[config.mk]
export PLATFORM = sky130hd
export DESIGN_NAME = stopwatch_bcd
export DESIGN_NICKNAME = d
export VERILOG_FILES = /design/src/rtl/stopwatch_bcd.sv
export SDC_FILE = /design/constraint.sdc
export NUM_CORES = 1
export LEC_CHECK = 0
export ABC_CLOCK_PERIOD_IN_PS = 3600
export CAP_MARGIN = 30
export CORE_MARGIN = 2
export CORE_UTILIZATION = 56
export CTS_CLUSTER_DIAMETER = 30
export CTS_CLUSTER_SIZE = 14
export DETAILED_ROUTE_END_ITERATION = 12
export GPL_TIMING_DRIVEN = 0
export PLACE_DENSITY = 0.76
export SYNTH_ARGS = -nofsm -noshare
export SYNTH_HDL_FRONTEND = slang
export SYNTH_SLANG_ARGS = --single-unit
[constraint.sdc]
create_clock -name clk -period 3.6 [get_ports clk]
set_clock_uncertainty 0.05 [all_clocks]
set_input_delay 0.54 -clock clk [delete_from_list [all_inputs] [get_ports clk]]
set_output_delay 0.54 -clock clk [all_outputs]
set_load 0.03 [all_outputs]
[src/rtl/stopwatch_bcd.sv]
// stopwatch_bcd
//
// Four-digit BCD stopwatch, 00.00 to 99.99 s at 10 ms resolution, feeding a
// four-digit seven-segment display driver.
//
// Two raw push-buttons are synchronized, debounced and turned into one-cycle
// press pulses. A small run/stop state machine advances the count. A
// prescaler generates the 10 ms count ticks.
//
// Parameters
//   TICK_DIV  : clk cycles per 10 ms count tick
//   DB_CYCLES : consecutive stable synchronized cycles needed to accept a
//               button level change
//
// Ports
//   clk      in   system clock, rising edge
//   reset    in   asynchronous, active-high, clears every register
//   btn_ss   in   raw start/stop button, active-high, asynchronous to clk
//   btn_clr  in   raw clear button, active-high, asynchronous to clk
//   disp_num out  [3:0] hundredths, [7:4] tenths, [11:8] seconds ones,
//                 [15:12] seconds tens (one BCD digit per nibble)
//   dp_out   out  active-low decimal points, constant 4'b1011
//   running  out  high while the count is running
//   overflow out  high once the count saturated at 99.99, sticky until clear

module stopwatch_bcd #(
   parameter int TICK_DIV  = 500000,
   parameter int DB_CYCLES = 1000000
) (
   input  logic        clk,
   input  logic        reset,
   input  logic        btn_ss,
   input  logic        btn_clr,
   output logic [15:0] disp_num,
   output logic [3:0]  dp_out,
   output logic        running,
   output logic        overflow
);

   // Widths are guarded so a divider or debounce length of 1 still gets a
   // one-bit counter instead of a zero-width vector.
   localparam int PW = (TICK_DIV > 1) ? $clog2(TICK_DIV) : 1;
   localparam int DW = (DB_CYCLES > 1) ? $clog2(DB_CYCLES) : 1;

   localparam logic [PW-1:0] PRE_MAX = PW'(TICK_DIV - 1);
   localparam logic [DW-1:0] DB_MAX  = DW'(DB_CYCLES - 1);

   // ---------------------------------------------------------------------
   // Button front end
   // Index 0 is start/stop and index 1 is clear. Both paths are identical:
   // a 2-flop synchronizer, then a debouncer, then a registered rising-edge
   // pulse.
   // ---------------------------------------------------------------------
   logic [1:0]    raw;
   logic [1:0]    sync1;
   logic [1:0]    sync2;
   logic [1:0]    lvl;
   logic [1:0]    lvl_d;
   logic [1:0]    press;
   logic [DW-1:0] dbc [2];

   assign raw = {btn_clr, btn_ss};

   for (genvar g = 0; g < 2; g++) begin : g_btn
      always_ff @(posedge clk or posedge reset) begin
         if (reset) begin
            sync1[g] <= 1'b0;
            sync2[g] <= 1'b0;
            lvl[g]   <= 1'b0;
            lvl_d[g] <= 1'b0;
            press[g] <= 1'b0;
            dbc[g]   <= '0;
         end else begin
            sync1[g] <= raw[g];
            sync2[g] <= sync1[g];
            // Any return to the accepted level restarts the stability
            // count, so a glitch shorter than DB_CYCLES is dropped.
            if (sync2[g] == lvl[g]) begin
               dbc[g] <= '0;
            end else if (dbc[g] == DB_MAX) begin
               lvl[g] <= sync2[g];
               dbc[g] <= '0;
            end else begin
               dbc[g] <= dbc[g] + DW'(1);
            end
            lvl_d[g] <= lvl[g];
            // The pulse is asserted in the cycle after lvl rises. A release
            // does not produce a pulse.
            press[g] <= lvl[g] & ~lvl_d[g];
         end
      end
   end

   logic ss_pulse;
   logic clr_pulse;

   assign ss_pulse  = press[0];
   assign clr_pulse = press[1];

   // ---------------------------------------------------------------------
   // Run/stop state machine and count datapath
   // ---------------------------------------------------------------------
   typedef enum logic [1:0] {
      S_IDLE = 2'd0,
      S_RUN  = 2'd1,
      S_STOP = 2'd2
   } state_t;

   state_t        state;
   state_t        state_n;
   logic [PW-1:0] pre;
   logic [PW-1:0] pre_n;
   logic [15:0]   digits_n;
   logic          ovf_n;
   logic          tick;

   // BCD increment with ripple carry: each digit at 9 wraps to 0 and passes
   // the carry upward. Saturation at 99.99 is handled by the caller, so this
   // function never sees 9999.
   function automatic logic [15:0] bcd_inc(input logic [15:0] d);
      logic [15:0] r;
      logic        carry;
      r     = d;
      carry = 1'b1;
      for (int i = 0; i < 4; i++) begin
         if (carry) begin
            if (d[i*4 +: 4] == 4'd9) begin
               r[i*4 +: 4] = 4'd0;
            end else begin
               r[i*4 +: 4] = d[i*4 +: 4] + 4'd1;
               carry       = 1'b0;
            end
         end
      end
      return r;
   endfunction

   always_comb begin
      state_n  = state;
      pre_n    = pre;
      digits_n = disp_num;
      ovf_n    = overflow;
      tick     = (state == S_RUN) && (pre == PRE_MAX);

      if (clr_pulse) begin
         // Clear has priority over start/stop, and any start/stop pulse in
         // the same cycle is discarded.
         state_n  = S_IDLE;
         pre_n    = '0;
         digits_n = '0;
         ovf_n    = 1'b0;
      end else begin
         case (state)
            S_IDLE: begin
               if (ss_pulse) begin
                  state_n = S_RUN;
               end
            end
            S_RUN: begin
               if (tick) begin
                  pre_n = '0;
                  if (disp_num == 16'h9999) begin
                     // The count saturates here and never wraps to 00.00.
                     ovf_n   = 1'b1;
                     state_n = S_STOP;
                  end else begin
                     digits_n = bcd_inc(disp_num);
                  end
               end else begin
                  pre_n = pre + PW'(1);
               end
               // A stop that coincides with a tick keeps that tick's
               // increment.
               if (ss_pulse) begin
                  state_n = S_STOP;
               end
            end
            S_STOP: begin
               // The prescaler is held while stopped, so a resume continues
               // the partial 10 ms period.
               if (ss_pulse && !overflow) begin
                  state_n = S_RUN;
               end
            end
            default: begin
               state_n = S_IDLE;
            end
         endcase
      end
   end

   always_ff @(posedge clk or posedge reset) begin
      if (reset) begin
         state    <= S_IDLE;
         pre      <= '0;
         disp_num <= '0;
         overflow <= 1'b0;
         running  <= 1'b0;
      end else begin
         state    <= state_n;
         pre      <= pre_n;
         disp_num <= digits_n;
         overflow <= ovf_n;
         // Registered from the next-state value, so running changes on the
         // same edge as the state register.
         running  <= (state_n == S_RUN);
      end
   end

   // The decimal point sits after the seconds-ones digit (active-low).
   assign dp_out = 4'b1011;

endmodule

==> key figures <==
Run status
  • Outcome: complete, no violations

Floorplan
  • Core Region: 7770 um2
  • Die area: 8760 um2
  • Std cell rows: 32
  • DIE HEIGHT: 93.6 um
  • Num ports: 26
  • Die width: 93.6 um
  • Starting Density: 57.9%

STA
  • RSZ-0062 raised after global routing: no
  • Final period util: 63.6%
  • Setup violations, final: 0
  • Max Transition Viols Final: 0
  • Relative slew slack: 48.8%
  • Hold Violations, Final: 0
  • Maximum clock frequency: 437 MHz
  • Tightest Pin Transition: 0.761 ns
  • Fin crit period: 2.29 ns
  • Setup ws final: 1.31 ns

Route
  • Met3 WL: 210 um
  • Final WL: 8430 um
  • Highest layer used for signal routing: met4
  • DRC Markers: 0
  • Avg WL per Cell: 14.5 um
  • M1 WL: 3910 um
  • Via-to-Cell Ratio: 5.64
  • Met2 wire len: 4160 um
  • Drt pass-1 iters: 4
  • Vias post-DR: 3287
  • Antenna Nets Post-Route: 0
  • Starting DRT DRC Count: 157

Clock tree
  • CTS max path bufs: 2
  • # clock sinks: 89
  • Clock-pin slew on the worst setup and hold paths: 0.09 ns
  • TritonCTS clock tree: yes
  • Hold buffers post-CTS: 0
  • H-tree depth: 3
  • Clk_lat worst skew: 0.37 ns
  • Post-CTS Setup Bufs: 0
  • Clock root buffer master: clkbuf_8
  • Cts bufs inserted: 9
  • CTS resizes: 0

Critical path
  • Crit path arrival time: 2.53 ns
  • Crit-path max cell delay: 0.62 ns
  • Crit path launch: disp_num[1]
  • WS Path Type: flop to flop
  • Crit path cell chain: inv_1, ha_1, and3b_1, buf_2, nand4b_2, nor4_1, o21ai_0, a21oi_1
  • Worst path slowest cell: nor4_1
  • RR Startpoint: disp_num[1]
  • Critical Path RT: 3.84 ns
  • CP Launch Type: flop
  • Crit-path max FO: 7
  • Setup crit end kind: flop

Placement
  • Detail Placement HPWL: 5770 um
  • Placed inst area: 4870 um2
  • Buffers on Ports: 21
  • RePlAce Congestion: 0.821
  • Post-Place Setup Slack: 1.32 ns

Cells and area
  • Commonest non-fill, non-tap cells in the layout: dfrtp_1 (89), nor2_1 (76), nand2_1 (36)
  • Layout cell share with drive strength beyond 1: 9.36%
  • Design area: 5110 um2
  • Antenna diodes: 0
  • Commonest non-fill, non-tap cell in the layout: dfrtp_1
  • Area Overhead vs Synth: 13.7%
  • Nets: 490

Logic synthesis
  • Synth Flop Type: dfrtp_1
  • Average footprint of a synthesized cell: 10.2 um2
  • Synth async-reset ratio: 100%
  • Syn. warnings: 0
  • Register area share after synthesis: 49.5%
  • Yosys reg bits: 89
  • Synthesized instance count: 442
  • Post-synth EDFFs: 0
  • Yosys cell types: 62
  • Cell area after synthesis: 4500 um2

Pwr
  • PwrDens: 371 nW/um2
  • LEAKAGE: 2.29 nW
  • Total design power: 0.00190 W
  • Worst vdd ir: 0.187 mV

Hold path
  • Worst hold path startpoint: sync1[0]
  • Hold Path Class: flop to flop

Global routing
  • Total gr overflow: 0
  • Global Route Usage Sum: 21.4%
  • Via count of the first global-routing pass: 3297
  • Initial antenna violation count: 0
  • First-pass GRT wire length: 14900 um
  • Largest net degree at the start of global routing: 69

Run
  • MaxCap Viol Count: 0
layer usage:
metal / up-vias / track usage (%)
met4: 0 / 8.82
met3: 14 / 3.55
met1: 1616 / 28.0
met5: - / 0
li1: 1607 / -
met2: 50 / 35.4
cells in the mapped netlist, types with 2 or more instances:
library cell   n  share of area (%)
o31a_1         2               0.39
a31oi_1        3               0.42
and4bb_2       2               0.56
and3_1        12                1.7
inv_1          8               0.67
and3b_1        2               0.39
nand3b_1       6                1.0
nand2b_1       3               0.42
conb_1         2               0.17
nand3_1       22                2.4
xnor2_1       24                4.7
xor2_1        33                6.4
nand4_1       13                1.8
nor4b_1        2               0.39
and4_1         4               0.78
o21a_1         3               0.50
o41ai_1        4               0.78
buf_4          6                1.0
a211oi_1       2               0.33
o21ai_0        4               0.45
mux2_2         3               0.75
o2111ai_1      2               0.39
a21o_1         3               0.50
nor3_1        12                1.3
nor2b_1        3               0.42
a21oi_1        4               0.45
buf_2          4               0.45
nor4b_4        2                1.1
nor4_1        10                1.4
ha_1           9                2.5
clkbuf_1       4               0.33
dfrtp_1       89                 50
nor2_1        76                6.3
nand2_1       36                3.0
flip-flops by register name, summed over array words and instances (netlist names):
name       flops
dbc           40
pre           19
disp_num      16
lvl            2
lvl_d          2
state          2
sync1          2
sync2          2
clr_pulse      1
overflow       1
running        1
ss_pulse       1
critical path, delay by kind of cell (launching register included):
family,cells,cell delay [ns]
AND/OR/NAND/NOR,3,1.02
flip-flops,1,0.43
AO/OA/AOI/OAI,2,0.34
buffers and inverters,2,0.25
adder cells (fa/ha/maj),1,0.13
logic make-up (layout without fill, tap and decap cells):
| family | after synthesis | in the layout | synth area share [%] |
|---|---|---|---|
| simple gates | 221 | 221 | 26.9 |
| flops | 89 | 89 | 49.5 |
| xor+xnor | 57 | 57 | 11.1 |
| compound gates | 36 | 36 | 6.04 |
| buf+inv | 24 | 61 | 2.78 |
| fa+ha+maj | 9 | 9 | 2.50 |
| mux | 4 | 4 | 0.974 |
| other cells | 2 | 4 | 0.167 |
through the flow:
step           std cells  util [%]  TNS, ns  hold slack [ns]
2_1_floorplan        444         -        0            0.281
3_3_place_gp         567      62.3   -61.40            0.284
3_5_place_dp         568      62.7        0            0.285
4_1_cts              583      65.8        0            0.308
5_1_grt              583      65.8        0            0.318
6_report             583      65.8        0            0.306
path summary, 6_finish.rpt:
| path | depth (start not counted) | slack, ns | to |
|---|---|---|---|
| setup / recovery | 8 | 1.31 | state[1] |
| max in group asynchronous | 3 | 2.46 | pre[16] |
| hold reg to reg | 0 | 0.31 | sync2[0] |
| setup reg to reg | 8 | 1.31 | state[1] |
| hold / removal | 0 | 0.31 | sync2[0] |
| min in group asynchronous | 2 | 0.43 | dbc[33] |
area by class of cell:
cell class | instances | area (um2)
sequential | 89 | 2230
inverter | 9 | 36.3
clock buffer | 10 | 138
tap | 102 | 128
multi-input combinational | 331 | 2150
fill | 619 | 2660
timing repair buffer | 22 | 238
clock inverter | 5 | 104
buffer | 15 | 91.3
power breakdown:
group	switching [W]	leakage, nW	internal, W	total [W]
Combinational	0.0000375	0.943	0.0000178	0.0000553
Clock	0.000350	0.122	0.000476	0.000827
Sequential	0.00000778	1.23	0.00101	0.00101
Total	0.000396	2.29	0.00150	0.00190
(Power assumes the default switching activity.)
